### src/rtl/tdc_evt_dma.sv
// TDC event-readout scheduler: captures per-channel timestamps, arbitrates them round-robin
// into a small event FIFO and writes each event as a header/timestamp word pair into an SRAM ring.
module tdc_evt_dma #(
  parameter int g_CHANNEL_COUNT = 2,
  parameter int g_FIFO_DEPTH    = 8,
  parameter int g_RING_AW       = 12
) (
  input  logic                          wb_clk_i,
  input  logic                          rst_n_i,
  input  logic                          en_i,
  input  logic [31:0]                   base_i,
  input  logic [g_RING_AW-1:0]          rd_ptr_i,
  input  logic                          irq_ack_i,
  input  logic [g_CHANNEL_COUNT-1:0]    detect_i,
  input  logic [32*g_CHANNEL_COUNT-1:0] ts_i,
  output logic [g_RING_AW-1:0]          wr_ptr_o,
  output logic [15:0]                   drop_cnt_o,
  output logic                          irq_o,
  output logic [31:0]                   wb_adr_o,
  output logic [31:0]                   wb_dat_o,
  output logic [3:0]                    wb_sel_o,
  output logic [2:0]                    wb_cti_o,
  output logic                          wb_we_o,
  output logic                          wb_cyc_o,
  output logic                          wb_stb_o,
  input  logic                          wb_ack_i
);

  localparam int NCH = g_CHANNEL_COUNT;
  localparam int PW  = $clog2(g_FIFO_DEPTH);
  localparam int EW  = 59;
  localparam logic [PW:0] FDEPTH = (PW+1)'(g_FIFO_DEPTH);

  typedef enum logic [1:0] {S_IDLE, S_W0, S_W1} state_e;

  function automatic logic [15:0] sat_add16(input logic [15:0] a, input logic [3:0] n);
    logic [16:0] s;
    s = {1'b0, a} + {13'd0, n};
    return s[16] ? 16'hFFFF : s[15:0];
  endfunction

  // Word offset is added to base[31:2] only, so the sum wraps modulo 2^30 words.
  function automatic logic [31:0] word_addr(input logic [29:0] base_w,
                                            input logic [g_RING_AW-1:0] off);
    logic [29:0] w;
    w = base_w + 30'(off);
    return {w, 2'b00};
  endfunction

  logic [NCH-1:0]       pend_q, pend_d, det_en, gnt_oh, drop_v;
  logic [31:0]          hold_q [NCH];
  logic [3:0]           drop_n;
  logic [15:0]          drop_q, drop_d;

  logic [2:0]           arb_ptr_q, arb_ptr_d, gnt_idx;
  logic                 gnt_vld;
  logic [31:0]          gnt_ts;
  logic [23:0]          seq_q, seq_d;

  logic [EW-1:0]        mem [g_FIFO_DEPTH];
  logic [PW-1:0]        fwp_q, frp_q;
  logic [PW:0]          fcnt_q, fcnt_d;
  logic                 fifo_full, fifo_empty;

  state_e               state_q, state_d;
  logic [EW-1:0]        ent_q;
  logic                 load, retire, ring_room;
  logic [g_RING_AW-1:0] wr_ptr_q, wr_ptr_d;
  logic                 irq_q, irq_d, cyc_q, cyc_d, stb_q, stb_d, we_q, we_d;
  logic [31:0]          adr_q, adr_d, dat_q, dat_d;
  logic                 unused_base;

  assign unused_base = ^base_i[1:0];

  always_comb begin
    int idx;
    idx     = 0;
    gnt_vld = 1'b0;
    gnt_idx = '0;
    for (int i = 0; i < NCH; i++) begin
      idx = int'(arb_ptr_q) + i;
      if (idx >= NCH) idx = idx - NCH;
      for (int j = 0; j < NCH; j++) begin
        if (!gnt_vld && pend_q[j] && (idx == j)) begin
          gnt_vld = 1'b1;
          gnt_idx = 3'(j);
        end
      end
    end
    if (fifo_full) gnt_vld = 1'b0;

    gnt_oh = '0;
    gnt_ts = '0;
    for (int j = 0; j < NCH; j++) begin
      gnt_oh[j] = gnt_vld && (gnt_idx == 3'(j));
      if (gnt_oh[j]) gnt_ts = hold_q[j];
    end

    arb_ptr_d = arb_ptr_q;
    seq_d     = seq_q;
    if (gnt_vld) begin
      arb_ptr_d = (int'(gnt_idx) + 1 >= NCH) ? 3'd0 : gnt_idx + 3'd1;
      seq_d     = seq_q + 24'd1;
    end
  end

  // A channel granted this cycle frees its hold slot, so a same-cycle detect is kept, not dropped.
  always_comb begin
    det_en = detect_i & {NCH{en_i}};
    pend_d = (pend_q & ~gnt_oh) | det_en;
    drop_v = det_en & pend_q & ~gnt_oh;
    drop_n = '0;
    for (int j = 0; j < NCH; j++) drop_n = drop_n + 4'(drop_v[j]);
    drop_d = sat_add16(drop_q, drop_n);
  end

  always_comb begin
    fifo_full  = (fcnt_q == FDEPTH);
    fifo_empty = (fcnt_q == '0);
    case ({gnt_vld, retire})
      2'b10:   fcnt_d = fcnt_q + (PW+1)'(1);
      2'b01:   fcnt_d = fcnt_q - (PW+1)'(1);
      default: fcnt_d = fcnt_q;
    endcase
  end

  always_ff @(posedge wb_clk_i or negedge rst_n_i) begin
    if (!rst_n_i) begin
      pend_q    <= '0;
      drop_q    <= '0;
      arb_ptr_q <= '0;
      seq_q     <= '0;
      fwp_q     <= '0;
      frp_q     <= '0;
      fcnt_q    <= '0;
    end else begin
      pend_q    <= pend_d;
      drop_q    <= drop_d;
      arb_ptr_q <= arb_ptr_d;
      seq_q     <= seq_d;
      fcnt_q    <= fcnt_d;
      if (gnt_vld) fwp_q <= fwp_q + PW'(1);
      if (retire)  frp_q <= frp_q + PW'(1);
    end
  end

  // The head entry stays counted in the FIFO until its second word is acknowledged.
  always_ff @(posedge wb_clk_i) begin
    for (int j = 0; j < NCH; j++) begin
      if (det_en[j] && (!pend_q[j] || gnt_oh[j])) hold_q[j] <= ts_i[32*j +: 32];
    end
    if (gnt_vld) mem[fwp_q] <= {gnt_idx, seq_q, gnt_ts};
    if (load)    ent_q      <= mem[frp_q];
  end

  assign ring_room = ((wr_ptr_q + g_RING_AW'(2)) != rd_ptr_i);

  always_ff @(posedge wb_clk_i or negedge rst_n_i) begin
    if (!rst_n_i) state_q <= S_IDLE;
    else          state_q <= state_d;
  end

  always_comb begin
    state_d = state_q;
    case (state_q)
      S_IDLE:  if (!fifo_empty && ring_room) state_d = S_W0;
      S_W0:    if (cyc_q && wb_ack_i)        state_d = S_W1;
      S_W1:    if (wb_ack_i)                 state_d = S_IDLE;
      default:                               state_d = S_IDLE;
    endcase
  end

  always_comb begin
    cyc_d    = cyc_q;
    stb_d    = stb_q;
    we_d     = we_q;
    adr_d    = adr_q;
    dat_d    = dat_q;
    wr_ptr_d = wr_ptr_q;
    irq_d    = irq_ack_i ? 1'b0 : irq_q;
    load     = 1'b0;
    retire   = 1'b0;
    case (state_q)
      S_IDLE: load = (state_d == S_W0);
      S_W0: begin
        if (!cyc_q) begin
          cyc_d = 1'b1;
          stb_d = 1'b1;
          we_d  = 1'b1;
          adr_d = word_addr(base_i[31:2], wr_ptr_q);
          dat_d = {1'b1, 4'b0000, ent_q[58:32]};
        end else if (wb_ack_i) begin
          adr_d = word_addr(base_i[31:2], wr_ptr_q + g_RING_AW'(1));
          dat_d = ent_q[31:0];
        end
      end
      S_W1: begin
        if (wb_ack_i) begin
          cyc_d    = 1'b0;
          stb_d    = 1'b0;
          we_d     = 1'b0;
          wr_ptr_d = wr_ptr_q + g_RING_AW'(2);
          irq_d    = 1'b1;
          retire   = 1'b1;
        end
      end
      default: ;
    endcase
  end

  always_ff @(posedge wb_clk_i or negedge rst_n_i) begin
    if (!rst_n_i) begin
      cyc_q    <= 1'b0;
      stb_q    <= 1'b0;
      we_q     <= 1'b0;
      adr_q    <= '0;
      dat_q    <= '0;
      wr_ptr_q <= '0;
      irq_q    <= 1'b0;
    end else begin
      cyc_q    <= cyc_d;
      stb_q    <= stb_d;
      we_q     <= we_d;
      adr_q    <= adr_d;
      dat_q    <= dat_d;
      wr_ptr_q <= wr_ptr_d;
      irq_q    <= irq_d;
    end
  end

  assign wr_ptr_o   = wr_ptr_q;
  assign drop_cnt_o = drop_q;
  assign irq_o      = irq_q;
  assign wb_adr_o   = adr_q;
  assign wb_dat_o   = dat_q;
  assign wb_sel_o   = 4'hF;
  assign wb_cti_o   = 3'b000;
  assign wb_we_o    = we_q;
  assign wb_cyc_o   = cyc_q;
  assign wb_stb_o   = stb_q;

endmodule
### config.mk
export PLATFORM = sky130hd
export DESIGN_NAME = tdc_evt_dma
export DESIGN_NICKNAME = d
export VERILOG_FILES = /design/src/rtl/tdc_evt_dma.sv
export SDC_FILE = /design/constraint.sdc
export NUM_CORES = 1
export LEC_CHECK = 0
export ABC_AREA = 1
export CORE_MARGIN = 4
export CORE_UTILIZATION = 50
export DETAILED_ROUTE_END_ITERATION = 16
export GPL_ROUTABILITY_DRIVEN = 0
export PLACE_DENSITY = 0.78
export SLEW_MARGIN = 15
export SYNTH_ARGS = -nofsm -noshare
export SYNTH_HDL_FRONTEND = slang
export SYNTH_SLANG_ARGS = --single-unit
### constraint.sdc
create_clock -name wb_clk_i -period 3.65 [get_ports wb_clk_i]
set_input_delay 0.73 -clock wb_clk_i [delete_from_list [all_inputs] [get_ports wb_clk_i]]
set_output_delay 0.73 -clock wb_clk_i [all_outputs]
set_load 0.005 [all_outputs]
==> flow_metrics.tcl, run 1 <==
set metrics [dict create \
    status "finished, final reports clean" \
    die_w_um 250 \
    cts_resized 0 \
    worst_pin_slew_ps 1230 \
    path_buf_inv 1 \
    slew_headroom_pct 17.3 \
    synthTopCellsByCount "edfxtp_1, nor2_1, nand2_1" \
    htreeDepth 3 \
    yosysWarnings 0 \
    setup.worst_path.end "drop_cnt_o[13]" \
    dpl.hpwl_um 43000 \
    dp.cells 3423 \
    finalCriticalPeriod_ps 3320 \
    initial_core_util_pct 50.6 \
    r2r-end "drop_cnt_o[13]" \
    worstSetupStartpointType "flop" \
    reg2reg_from "fcnt_q[1]" \
    ys_async_sr_fraction_pct 18.5 \
    post_dp_cell_area_sq_um 32200 \
    leakage_nw 12.8 \
    fin_crit_sh_pct 90.9 \
    cellPowerDensity_nw_per_um2 898 \
    clock_path_buffers 3 \
    antenna_found_initial 2 \
    worstSetupStartpoint "fcnt_q[1]" \
    clk_pin_slew_ps 60 \
    drive_gt1_share_pct 6.58 \
    cp_cell_sequence "nor2_1 > nand2_4 > o21ai_2 > or2_1 > nand4_1 > fa_1 > inv_1 > ha_1 > nand3_1 > nor4_4 > nand3_1 > o211ai_1" \
    yosys-top-cells-area "edfxtp_1, dfrtp_1, nor2_1" \
    crit_path_end_kind "flop" \
    yosysUniqueCellTypes 48 \
    drt-pass1-iter-count 6 \
    finClkSkew_ps 23.8 \
    syn_avg_cell_area_sq_um 11.5 \
    ys.flop_type "edfxtp_1" \
    cts-buffers-inserted 70 \
    synth-edff-count 577 \
    crit_family "simple AND/OR/NAND/NOR gates" \
    gr-total-overflow 0 \
    syn-cell-area_sq_um 29200 \
    final_nets 2868 \
    die_h_um 250 \
    dieArea_sq_um 62300 \
    hold_violations 0 \
    peakVddDrop_uv 728 \
    cpMostUsedCell "nand3_1" \
    yosysMostFrequentCell "edfxtp_1" \
    row_count 88 \
    report.final.slew_viol_count 0 \
    wl_um 70400 \
    cts_hold_buf 0 \
    grt_pass1_wl_um 109000 \
    critical_path.max_stage_delay_ps 510 \
    route.detailed.wl_per_inst_um 19.8 \
    boundaryPins 218 \
    yosysTopAreaCell "edfxtp_1" \
    drv_cap 0 \
    cp_max_fo 16 \
    cts-root-buf "clkbuf_16" \
    rsz0062_at_grt "no" \
    hp-class "in -> async" \
    fin_util_pct 59.8 \
    ff2ff_path_depth 12 \
    critPathKind "reg -> reg" \
    worstPathRequired_ps 4160 \
    ys_seq_area_share_pct 70.6 \
    grt_pass1_vias 20060 \
    crit_arrival_ps 3830 \
    cp.depth 12 \
    ant_nets 0 \
    vias 20169 \
    numPortBuffers 205 \
    drc 0 \
    cts_setup_buffers 0 \
    fmax_mhz 301 \
    synth.top_cell.area_share_pct 59.3 \
    regToRegSetupSlack_ps 330 \
    cts_tree "built" \
    syn_to_final_growth_pct 18.1 \
    critPathSlowestCell "nand3_1" \
    design_area_sq_um 34500 \
    syn_inst 2532 \
    coreArea_sq_um 57700 \
    finalSetupViolCount 0 \
    vias_per_cell 5.68 \
    track_usage_pct 22.0 \
    drtIter0Drc 2016 \
    cts_sinks 708 \
    grt_max_degree 174 \
    clk_latency_ps 610 \
    fin_cells 3548 \
    ys_ff_latch 708 \
]
==> how the worst min path moves through the flow <==
stage	startpoint	endpoint	slack, ps	cells past startpoint
CTS	rst_n_i	wb_dat_o[2]	120	1
detailed placement	ent_q[26]	wb_dat_o[26]	470	1
finish	rst_n_i	wr_ptr_o[2]	120	1
floorplan	rst_n_i	arb_ptr_q[0]	430	0
global route	rst_n_i	seq_q[23]	140	1
global placement	ent_q[25]	wb_dat_o[25]	460	1
==> final cells by class <==
class | count | area [sq um]
Fill cell | 4343 | 23200
Antenna cell | 1 | 2.50
Timing Repair Buffer | 250 | 2530
Tap cell | 765 | 957
Sequential cell | 708 | 20600
Inverter | 131 | 495
Multi-Input combinational cell | 1569 | 7610
Clock inverter | 27 | 254
Clock buffer | 97 | 2010
==> power by group <==
| group | leakage (nW) | switching (mW) | internal (mW) | total (mW) |
|---|---|---|---|---|
| logic | 4.79 | 6.96 | 3.34 | 10.3 |
| clock network | 1.12 | 2.96 | 4.14 | 7.10 |
| registers | 6.92 | 1.14 | 12.4 | 13.5 |
==> registers in the layout (all words and copies together) (netlist names), 11 cells and up <==
register,count
drop_cnt_o,16
ent_q,57
hold_q,64
mem,456
seq_q,24
wb_adr_o,30
wb_dat_o,32
wr_ptr_o,11
==> cell families after synthesis <==
logic type / synth area share (%)
compound gates: 8.78
flops: 70.6
xor+xnor: 1.38
fa+ha+maj: 1.06
simple gates: 14.4
other cells: 0.0257
buf+inv: 3.78
==> placed cells by master, fill, tap and decap left out, types with 3 or more instances in the layout <==
cell / count
clkinv_2: 12
buf_4: 34
nand3b_1: 7
nand3_1: 111
o21ai_0: 294
a31oi_1: 83
clkinv_1: 10
o21ai_1: 5
nor3_1: 15
o22ai_1: 57
a22o_1: 6
clkbuf_16: 75
clkbuf_1: 17
fa_1: 3
nand4_1: 18
inv_1: 123
ha_1: 20
nor2_4: 10
conb_1: 10
buf_12: 11
xor2_1: 24
nand2_4: 3
a21oi_4: 3
edfxtp_1: 577
clkbuf_8: 5
inv_2: 5
a21oi_1: 9
nand2_1: 345
clkdlybuf4s50_1: 204
dfrtp_1: 129
nor2_2: 4
nor2_1: 498
bufinv_16: 4
xnor2_1: 22
==> stage by stage <==
| stage | hold slack (ps) | TNS, ps | power [mW] | setup WS [ps] |
|---|---|---|---|---|
| after global routing | 141 | 0 | 32.6 | 15.8 |
| after floorplan | 434 | -138910 | 19.6 | -307 |
| after detailed placement | 467 | 0 | 23.9 | 268 |
| final | 119 | 0 | 30.9 | 333 |
| after CTS | 119 | 0 | 31.0 | 358 |
| after global placement | 461 | 0 | 23.2 | 335 |
==> routing by layer <==
metal / share of wire [%] / track usage (%)
met1: 39 / 28.4
met4: 2.7 / 7.04
met5: 0 / 0
met3: 9.0 / 4.39
met2: 50 / 37.6
(Power assumes the default switching activity.)
==> run 2: changes to the inputs <==
Settings changed: CORE_ASPECT_RATIO set to 2, CTS_CLUSTER_SIZE set to 14.
==> run 2 against run 1 <==
  * Clock power down 8.7%
  * First-iteration DRC count down 8.7%
  * Global-route usage about the same
  * Sequential cell count unchanged
  * Clock-buffer cell count down 1
  * Cell area down 0.73%
  * Non-clock buffer count down 4
  * Sequential power about the same
  * Hold slack worse by 38 ps
  * Register-to-register slack better by 98 ps
  * Worst setup slack better by 98 ps
  * Clock skew up 5.4 ps
  * Critical endpoint unchanged
  * Highest routed layer unchanged
==> flow_metrics.tcl, run 2 (same netlist as run 1, synthesis figures left out) <==
set metrics [dict create \
    drc 0 \
    slew_headroom_pct 18.3 \
    status "finished, final reports clean" \
    crit_path_end_kind "flop" \
    cp_max_fo 15 \
    final_common_cell "edfxtp_1" \
    crit_arrival_ps 3750 \
    ant_nets 0 \
    setup-tns-final_ps 0 \
    finClkSkew_ps 29.2 \
    leakage_nw 12.6 \
    cts-root-buf "clkbuf_16" \
    clk_pin_slew_ps 70 \
    drive_gt1_share_pct 5.92 \
    cts_resized 0 \
    vias 20190 \
    cts_setup_buffers 0 \
    report.final.slew_viol_count 0 \
    finalPower_mw 30.3 \
    peakVddDrop_uv 806 \
    hp-class "in -> async" \
    critPathKind "reg -> reg" \
    drtIter0Drc 1841 \
    finalCriticalPeriod_ps 3220 \
    fmax_mhz 311 \
    worstPathRequired_ps 4180 \
    clock_path_buffers 3 \
    vias_per_cell 5.71 \
    regMostFlops "mem" \
    final_cell_mix "edfxtp_1, nor2_1, nand2_1" \
    track_usage_pct 21.9 \
    die_h_um 350 \
    drt-pass1-iter-count 8 \
    syn_to_final_growth_pct 17.2 \
    grt_pass1_vias 20218 \
    wl_um 70200 \
    drv_cap 0 \
    antenna_found_initial 1 \
    fin_crit_sh_pct 88.2 \
    gr-total-overflow 0 \
    grt_pass1_wl_um 107000 \
    reg_top3 "mem x456, hold_q x64, ent_q x57" \
    cts_sinks 708 \
    cts_hold_buf 0 \
    coreArea_sq_um 58000 \
    cts_tree "built" \
    die_w_um 179 \
    worst_pin_slew_ps 1210 \
    dieArea_sq_um 62600 \
    route.detailed.wl_per_inst_um 19.9 \
    dpl.hpwl_um 42800 \
    row_count 125 \
    htreeDepth 2 \
    boundaryPins 218 \
    largest_register_ffs 456 \
    worstSetupStartpointType "flop" \
    clk_latency_ps 630 \
    hold_violations 0 \
    initial_core_util_pct 50.3 \
    ff2ff_path_depth 12 \
    final_nets 2855 \
    grt_max_degree 150 \
    numPortBuffers 205 \
    rsz0062_at_grt "no" \
    cts-buffers-inserted 61 \
    cellPowerDensity_nw_per_um2 886 \
    finalSetupViolCount 0 \
]
run 2: changes by cell type in the layout (fill, tap and decap cells not counted), moves of 2 or more:
cell	before	now
clkbuf_16	75	61
buf_4	34	26
diode_2	1	3
buf_12	11	15
clkbuf_1	17	28
clkinvlp_4	0	3
clkinv_2	12	4
clkinv_1	10	4
clkbuf_8	5	7
run 2: final timing paths:
kind | from | end | slack [ps]
max in group asynchronous | rst_n_i | drop_cnt_o[1] | 2740
min reg2reg | ent_q[27] | wb_dat_o[27] | 470
min in group wb_clk_i | ent_q[27] | wb_dat_o[27] | 470
max | fcnt_q[1] | drop_cnt_o[13] | 430
max reg2reg | fcnt_q[1] | drop_cnt_o[13] | 430
min | rst_n_i | irq_o | 80
run 2: routing by layer:
layer	global-route usage [%]	vias up	share of wire [%]
met5	0	-	0
met4	10.4	0	4.6
met3	2.88	224	7.1
met2	40.0	965	53
met1	25.1	9791	36
li1	-	9210	-
run 2: power breakdown:
group	leakage [nW]	total (mW)	internal (mW)	switching [mW]
Combinational	4.78	10.3	3.35	6.92
Sequential	6.92	13.6	12.4	1.17
Clock	0.953	6.48	3.62	2.86
Total	12.6	30.3	19.4	10.9
run 2: metrics by stage:
stage / cell area (sq um) / hold WS [ps] / worst slack, ps / utilization [%] / std cells
global route: 34200 / 125 / 139 / 59.0 / 3530
detailed placement: 32200 / 457 / 182 / 55.5 / 3416
floorplan: 29200 / 434 / -307 / - / 2540
global placement: 32200 / 460 / 360 / 55.5 / 3416
CTS: 34200 / 90.4 / 434 / 59.0 / 3530
finish: 34200 / 81.0 / 431 / 59.0 / 3533
run 2: layout make-up:
cell class / count / area (sq um)
diodes: 3 / 7.51
clock buffers: 96 / 1730
clock inverters: 18 / 264
fillers: 4362 / 23800
inverters: 131 / 495
multi-input cells: 1569 / 7610
flip-flops and latches: 708 / 20600
well taps: 762 / 953
repair buffers: 246 / 2550
run 2: worst max-delay path, stage by stage (launching register included):
cell and delay [ps]:
dfrtp_1 420, nor2_1 280, nand2_4 130, o21ai_2 90, or2_1 140, nand4_1 130
fa_1 420, inv_1 90, ha_1 180, nand3_1 170, nor4_4 290, nand3_1 500
o211ai_1 280
